**src/rtl/mc_controller_pkg.sv**
```systemverilog
// -----------------------------------------------------------------------------
// mc_controller_pkg
//
// Shared constants for the multicycle MIPS-subset control unit:
//   - FSM state codes (4-bit, debug-visible on the controller's state port)
//   - opcode and funct field values the controller recognises
//   - ALU function codes driven to the ALU (bit3 = invert B + carry-in)
//   - aluop encodings passed from the FSM to the ALU decoder
// -----------------------------------------------------------------------------
package mc_controller_pkg;

   localparam int ST_W = 4;

   // FSM state encodings. Codes 12..15 are unused and recover to FETCH.
   localparam logic [3:0] S_FETCH   = 4'd0;
   localparam logic [3:0] S_DECODE  = 4'd1;
   localparam logic [3:0] S_MEMADR  = 4'd2;
   localparam logic [3:0] S_MEMRD   = 4'd3;
   localparam logic [3:0] S_MEMWB   = 4'd4;
   localparam logic [3:0] S_MEMWR   = 4'd5;
   localparam logic [3:0] S_RTYPEEX = 4'd6;
   localparam logic [3:0] S_RTYPEWB = 4'd7;
   localparam logic [3:0] S_BEQEX   = 4'd8;
   localparam logic [3:0] S_ADDIEX  = 4'd9;
   localparam logic [3:0] S_ADDIWB  = 4'd10;
   localparam logic [3:0] S_JEX     = 4'd11;

   // Opcodes (instr[31:26]).
   localparam logic [5:0] OP_RTYPE = 6'b000000;
   localparam logic [5:0] OP_LW    = 6'b100011;
   localparam logic [5:0] OP_SW    = 6'b101011;
   localparam logic [5:0] OP_BEQ   = 6'b000100;
   localparam logic [5:0] OP_BNE   = 6'b000101;
   localparam logic [5:0] OP_ADDI  = 6'b001000;
   localparam logic [5:0] OP_J     = 6'b000010;

   // R-type funct codes (instr[5:0]).
   localparam logic [5:0] FN_ADD = 6'b100000;
   localparam logic [5:0] FN_SUB = 6'b100010;
   localparam logic [5:0] FN_AND = 6'b100100;
   localparam logic [5:0] FN_OR  = 6'b100101;
   localparam logic [5:0] FN_SLT = 6'b101010;

   // ALU function codes.
   localparam logic [3:0] ALU_AND = 4'b0000;
   localparam logic [3:0] ALU_OR  = 4'b0001;
   localparam logic [3:0] ALU_ADD = 4'b0010;
   localparam logic [3:0] ALU_SUB = 4'b1010;
   localparam logic [3:0] ALU_SLT = 4'b1011;

   // aluop encodings from the FSM to the ALU decoder.
   localparam logic [1:0] ALUOP_ADD   = 2'b00;
   localparam logic [1:0] ALUOP_SUB   = 2'b01;
   localparam logic [1:0] ALUOP_FUNCT = 2'b10;

   // ALU B-input select codes.
   localparam logic [1:0] SRCB_REG   = 2'b00;
   localparam logic [1:0] SRCB_FOUR  = 2'b01;
   localparam logic [1:0] SRCB_IMM   = 2'b10;
   localparam logic [1:0] SRCB_IMMSH = 2'b11;

   // Next-PC select codes.
   localparam logic [1:0] PCSRC_ALU    = 2'b00;
   localparam logic [1:0] PCSRC_ALUOUT = 2'b01;
   localparam logic [1:0] PCSRC_JUMP   = 2'b10;

endpackage : mc_controller_pkg

```
**src/rtl/mc_controller_aludec.sv**
```systemverilog
// -----------------------------------------------------------------------------
// mc_aludec
//
// Combinational ALU decoder. Turns the FSM's aluop request and the R-type
// funct field into the 4-bit ALU function code.
//
// Ports:
//   aluop_i        [1:0] 00 add, 01 sub, 10 use funct
//   funct_i        [5:0] instr[5:0]
//   alucontrol_o   [3:0] ALU function select
//   funct_legal_o        1 when funct_i is one of the supported R-type ops
// -----------------------------------------------------------------------------
module mc_aludec
   import mc_controller_pkg::*;
(
   input  logic [1:0] aluop_i,
   input  logic [5:0] funct_i,
   output logic [3:0] alucontrol_o,
   output logic       funct_legal_o
);

   logic [3:0] funct_code;

   // funct_legal_o depends only on funct so the FSM can use it in the
   // writeback state, where aluop has already returned to add.
   always_comb begin
      funct_code    = ALU_ADD;
      funct_legal_o = 1'b1;
      case (funct_i)
         FN_ADD:  funct_code = ALU_ADD;
         FN_SUB:  funct_code = ALU_SUB;
         FN_AND:  funct_code = ALU_AND;
         FN_OR:   funct_code = ALU_OR;
         FN_SLT:  funct_code = ALU_SLT;
         default: begin
            funct_code    = ALU_ADD;
            funct_legal_o = 1'b0;
         end
      endcase
   end

   always_comb begin
      alucontrol_o = ALU_ADD;
      case (aluop_i)
         ALUOP_ADD:   alucontrol_o = ALU_ADD;
         ALUOP_SUB:   alucontrol_o = ALU_SUB;
         ALUOP_FUNCT: alucontrol_o = funct_code;
         default:     alucontrol_o = ALU_ADD;
      endcase
   end

endmodule : mc_aludec

```
**src/rtl/mc_controller.sv**
```systemverilog
// -----------------------------------------------------------------------------
// mc_controller
//
// Multicycle control unit for a 32-bit MIPS-subset datapath. A Moore FSM
// steps each instruction through fetch/decode/execute/memory/writeback and
// decodes the datapath enables, mux selects and ALU function from the state.
//
// Ports:
//   clk         system clock, all state on rising edge
//   reset_n     asynchronous active-low reset
//   op          instr[31:26]
//   funct       instr[5:0]
//   zero        ALU zero flag (same-cycle combinational)
//   pcen        PC write enable
//   irwrite     instruction register write enable
//   memwrite    data memory write strobe
//   regwrite    register file write enable
//   iord        memory address select (0 PC, 1 ALUOut)
//   memtoreg    writeback select (0 ALUOut, 1 memory data)
//   regdst      destination register select (0 rt, 1 rd)
//   alusrca     ALU A select (0 PC, 1 register A)
//   alusrcb     ALU B select (00 B, 01 4, 10 imm, 11 imm<<2)
//   pcsrc       next-PC select (00 ALU, 01 ALUOut, 10 jump)
//   alucontrol  ALU function code
//   state       current FSM state (debug)
// -----------------------------------------------------------------------------
module mc_controller
   import mc_controller_pkg::*;
#(
   parameter int STATE_W = ST_W
) (
   input  logic               clk,
   input  logic               reset_n,
   input  logic [5:0]         op,
   input  logic [5:0]         funct,
   input  logic               zero,
   output logic               pcen,
   output logic               irwrite,
   output logic               memwrite,
   output logic               regwrite,
   output logic               iord,
   output logic               memtoreg,
   output logic               regdst,
   output logic               alusrca,
   output logic [1:0]         alusrcb,
   output logic [1:0]         pcsrc,
   output logic [3:0]         alucontrol,
   output logic [STATE_W-1:0] state
);

   logic [STATE_W-1:0] state_q;
   logic [STATE_W-1:0] state_d;

   // Raw state decode, before the reset gating of the write enables.
   logic       pcwrite;
   logic       branch;
   logic       irwrite_raw;
   logic       memwrite_raw;
   logic       regwrite_raw;
   logic [1:0] aluop;
   logic       funct_legal;

   // ---------------------------------------------------------------------------
   // State register
   // ---------------------------------------------------------------------------
   always_ff @(posedge clk or negedge reset_n) begin
      if (!reset_n) begin
         state_q <= S_FETCH;
      end else begin
         state_q <= state_d;
      end
   end

   // ---------------------------------------------------------------------------
   // Next-state logic
   // ---------------------------------------------------------------------------
   always_comb begin
      state_d = S_FETCH;
      case (state_q)
         S_FETCH:  state_d = S_DECODE;
         S_DECODE: begin
            case (op)
               OP_LW, OP_SW:   state_d = S_MEMADR;
               OP_RTYPE:       state_d = S_RTYPEEX;
               OP_BEQ, OP_BNE: state_d = S_BEQEX;
               OP_ADDI:        state_d = S_ADDIEX;
               OP_J:           state_d = S_JEX;
               // Unsupported opcodes retire as a NOP straight from decode.
               default:        state_d = S_FETCH;
            endcase
         end
         S_MEMADR:  state_d = (op == OP_SW) ? S_MEMWR : S_MEMRD;
         S_MEMRD:   state_d = S_MEMWB;
         S_RTYPEEX: state_d = S_RTYPEWB;
         S_ADDIEX:  state_d = S_ADDIWB;
         S_MEMWB, S_MEMWR, S_RTYPEWB, S_ADDIWB, S_BEQEX, S_JEX:
                    state_d = S_FETCH;
         // Codes 12..15 are unreachable in normal operation; recover.
         default:   state_d = S_FETCH;
      endcase
   end

   // ---------------------------------------------------------------------------
   // Moore output decode
   // ---------------------------------------------------------------------------
   always_comb begin
      pcwrite      = 1'b0;
      branch       = 1'b0;
      irwrite_raw  = 1'b0;
      memwrite_raw = 1'b0;
      regwrite_raw = 1'b0;
      iord         = 1'b0;
      memtoreg     = 1'b0;
      regdst       = 1'b0;
      alusrca      = 1'b0;
      alusrcb      = SRCB_REG;
      pcsrc        = PCSRC_ALU;
      aluop        = ALUOP_ADD;
      case (state_q)
         S_FETCH: begin
            irwrite_raw = 1'b1;
            pcwrite     = 1'b1;
            alusrcb     = SRCB_FOUR;
            aluop       = ALUOP_ADD;
         end
         S_DECODE: begin
            // Precompute the branch target into ALUOut.
            alusrcb = SRCB_IMMSH;
            aluop   = ALUOP_ADD;
         end
         S_MEMADR: begin
            alusrca = 1'b1;
            alusrcb = SRCB_IMM;
            aluop   = ALUOP_ADD;
         end
         S_MEMRD: begin
            iord = 1'b1;
         end
         S_MEMWB: begin
            regwrite_raw = 1'b1;
            memtoreg     = 1'b1;
         end
         S_MEMWR: begin
            iord         = 1'b1;
            memwrite_raw = 1'b1;
         end
         S_RTYPEEX: begin
            alusrca = 1'b1;
            aluop   = ALUOP_FUNCT;
         end
         S_RTYPEWB: begin
            regdst       = 1'b1;
            // An unsupported funct retires without touching the register file.
            regwrite_raw = funct_legal;
         end
         S_BEQEX: begin
            alusrca = 1'b1;
            aluop   = ALUOP_SUB;
            pcsrc   = PCSRC_ALUOUT;
            branch  = 1'b1;
         end
         S_ADDIEX: begin
            alusrca = 1'b1;
            alusrcb = SRCB_IMM;
            aluop   = ALUOP_ADD;
         end
         S_ADDIWB: begin
            regwrite_raw = 1'b1;
         end
         S_JEX: begin
            pcsrc   = PCSRC_JUMP;
            pcwrite = 1'b1;
         end
         default: begin
            // Illegal codes drive the all-zero defaults.
         end
      endcase
   end

   // ---------------------------------------------------------------------------
   // ALU decoder
   // ---------------------------------------------------------------------------
   mc_aludec u_aludec (
      .aluop_i       (aluop),
      .funct_i       (funct),
      .alucontrol_o  (alucontrol),
      .funct_legal_o (funct_legal)
   );

   // ---------------------------------------------------------------------------
   // Write enables
   // ---------------------------------------------------------------------------
   // op[0] distinguishes bne (1) from beq (0): bne takes the branch when the
   // subtraction is non-zero. The reset term keeps every write strobe low for
   // the whole time reset_n is asserted, including the instant it falls.
   assign pcen     = reset_n & (pcwrite | (branch & (zero ^ op[0])));
   assign irwrite  = reset_n & irwrite_raw;
   assign memwrite = reset_n & memwrite_raw;
   assign regwrite = reset_n & regwrite_raw;

   assign state = state_q;

endmodule : mc_controller

```
**config.mk**
```make
export PLATFORM = sky130hd
export DESIGN_NAME = mc_controller
export DESIGN_NICKNAME = d
export VERILOG_FILES = /design/src/rtl/mc_controller_pkg.sv /design/src/rtl/mc_controller_aludec.sv /design/src/rtl/mc_controller.sv
export SDC_FILE = /design/constraint.sdc
export NUM_CORES = 1
export LEC_CHECK = 0
export CAP_MARGIN = 5
export CORE_AREA = 3 3 40 42
export DETAILED_ROUTE_END_ITERATION = 12
export DIE_AREA = 0 0 43 45
export DONT_BUFFER_PORTS = 1
export SLEW_MARGIN = 20
export SYNTH_ARGS = -nofsm -noshare
export SYNTH_HDL_FRONTEND = slang
export SYNTH_HIERARCHICAL = 1
export SYNTH_SLANG_ARGS = --single-unit
```
**constraint.sdc**
```tcl
create_clock -name clk -period 2.37 [get_ports clk]
set_input_delay 0.711 -clock clk [delete_from_list [all_inputs] [get_ports clk]]
set_output_delay 0.711 -clock clk [all_outputs]
set_load 0.005 [all_outputs]
```
==> flow_metrics.tcl <==
set metrics [dict create \
    cts_hold_buffers 0 \
    cp_cell_sequence "nand2b_4 -> nor3_4 -> inv_2 -> ha_4 -> nand4bb_4 -> a21oi_2" \
    worstReg2RegStart "state[1]" \
    drtAntennaViolNets 0 \
    maxCapViolCount 0 \
    grt_pass1_wl_um 2810 \
    gp_congestion 0.695 \
    nets 109 \
    p_total_mw 0.591 \
    grt_overflow_total 0 \
    hpwl_um 1260 \
    syn-cell-area_um2 617 \
    clk_pin_slew_ns 0.04 \
    grt_pass1_vias 661 \
    antenna_cells 0 \
    synth_nets 97 \
    irDropWorstVdd_uv 438 \
    ios 35 \
    area_growth_pct 30.0 \
    worstSetupPathType "reg2out" \
    clkLatencyLatePin_ns 0.24 \
    nFillCells 118 \
    hold_path.class "in2async" \
    cp.required_ns 1.66 \
    rsz0062_at_grt "true" \
    syn_avg_cell_area_um2 7.71 \
    status "finished clean" \
    drt_iter0_drc 4 \
    dr.pass1.iters 4 \
    yosysTopAreaCellShare 0.162 \
    ys_async_sr_fraction 1.00 \
    io_buffers 0 \
    p_per_area_mw_per_mm2 737 \
    slowest_delay_ns 0.37 \
    start_util 0.480 \
    design_area_um2 802 \
    antenna_found_initial 0 \
    synth_seq_area_share 0.162 \
    clkSinkCount 4 \
    synth_warnings 6 \
    routedWlPerCell_um 15.2 \
    leakage_nw 0.297 \
    cts_tree "done" \
    final.setup_skew_ns 0.00365 \
    multiInputGateArea_um2 538 \
    root_buffer "clkbuf_4" \
    finalCriticalPeriod_ns 2.33 \
    cp-end-kind "output port" \
    ys_top_cells_by_area "dfrtp_1 16%, nor3_1 9.7%, nand4bb_1 5.5%" \
    grt.total_usage 0.186 \
    cts_made_buffers 3 \
    wl_um 1600 \
    drive_above_1_share 0.356 \
    synth_cell_types 43 \
    htreeDepth 1 \
    final_util 0.624 \
    die_y_um 45 \
    ff_latch_area_um2 103 \
    die_area_mm2 0.00194 \
    yosys.area.top_type "dfrtp_1" \
    dieWidth_um 43 \
    grt_start_max_net_pins 9 \
    hold_viol 0 \
    cp-start-kind "flip-flop" \
    vias 645 \
    setup_violations 0 \
    rows 13 \
    drc 0 \
    coreArea_mm2 0.00128 \
    largest_reg_flops 4 \
    cpMaxStageDelayCell "dfrtp_1" \
    post_dp_cell_area_um2 689 \
    vias_per_cell 6.14 \
    slew_viol_final 0 \
    arrival_ns 1.61 \
    period_share 0.981 \
    clock_path_buffers 2 \
    cp-startpoint "state[2]" \
    synth-seq-cells 4 \
    max_freq_ghz 0.430 \
    ys.flop_type "dfrtp_1" \
    crit_fanout 4 \
    synth-edff-count 0 \
    postSynthCellCount 80 \
]
## cell usage after synthesis (2+ instances only)
cell type	number
buf_1	2
nor2_1	5
nand2_1	2
a21oi_1	4
nand2b_1	2
or3_1	2
dfrtp_1	4
o31a_1	2
inv_1	5
nor3_1	12
clkbuf_1	3
or3b_1	2
nand4bb_1	3
xor2_1	2
ha_1	2
## worst max-delay path, delay by kind of cell, from the launching register on
family	cells	cell delay, ns
adders and majority gates	1	0.26
DFF	1	0.37
buffers and inverters	1	0.07
AOI/OAI and AO/OA	1	0.14
and+or+nand+nor	3	0.55
## power breakdown
| group | internal (mW) | total, mW | switching (mW) |
|---|---|---|---|
| combinational | 0.179 | 0.376 | 0.197 |
| clock | 0.0568 | 0.0872 | 0.0304 |
| sequential | 0.0914 | 0.128 | 0.0370 |
| total | 0.327 | 0.591 | 0.264 |
## kinds of logic (layout without fill, tap and decap cells)
family,Yosys count,after routing,share of synthesized area
AND/OR/NAND/NOR,41,41,0.448
AO/OA/AOI/OAI,16,16,0.197
XOR/XNOR,3,3,0.0426
buffers and inverters,12,22,0.0791
multiplexers,1,1,0.0243
adder cells (fa/ha/maj),2,2,0.0406
other,1,1,0.00608
flip-flops,4,4,0.162
## area by class of cell
cell class,count,share of cell area
inverters,6,0.0281
well taps,15,0.0234
clock buffers,3,0.0281
flip-flops and latches,4,0.128
repair buffers,13,0.122
multi-input cells,64,0.671
## stage by stage
step / setup TNS (ns) / hold slack [ns] / worst slack [ns] / instances
floorplan: 0 / 0.415 / 0.00379 / 80
global placement: 0 / 0.416 / 0.0569 / 99
detailed placement: 0 / 0.416 / 0.0419 / 99
CTS: 0 / 0.155 / 0.0152 / 105
global route: -0.0651 / 0.153 / -0.0403 / 105
finish: 0 / 0.164 / 0.0449 / 105
## cell usage in the layout (no fill, tap or decap), drive strengths merged, types with 2 or more instances in the layout
| master | instances |
|---|---|
| xor2 | 2 |
| nor2 | 5 |
| buf | 13 |
| nand4bb | 3 |
| nor4b | 2 |
| o31a | 2 |
| a21oi | 4 |
| nand2 | 2 |
| o21ai | 2 |
| nor3 | 12 |
| ha | 2 |
| clkbuf | 3 |
| dfrtp | 4 |
| inv | 6 |
| nand2b | 2 |
| or3b | 2 |
| and3 | 2 |
| or3 | 2 |
## routing by layer
metal / track usage / up-vias / wire (µm)
met4: 0.0904 / 0 / 12
met1: 0.204 / 295 / 603
met3: 0.0558 / 2 / 135
li1: - / 325 / -
met5: 0 / - / 0
met2: 0.329 / 23 / 844
## worst paths after layout
| kind | slack, ns | cells past startpoint | to |
|---|---|---|---|
| max in group asynchronous | 2.13 | 0 | state[3] |
| min in group clk | 0.65 | 2 | state[0] |
| setup reg to reg | 0.90 | 3 | state[0] |
| hold / removal | 0.16 | 0 | state[2] |
| setup / recovery | 0.04 | 6 | alucontrol[0] |
| hold reg to reg | 0.65 | 2 | state[0] |
## timing repair
action                                  4_1_cts  5_1_grt
endpoints found under the setup margin        3        4
resized for setup                             8        3
pin swaps                                     2        2
buffers inserted                              3        0
(Power assumes the default switching activity.)
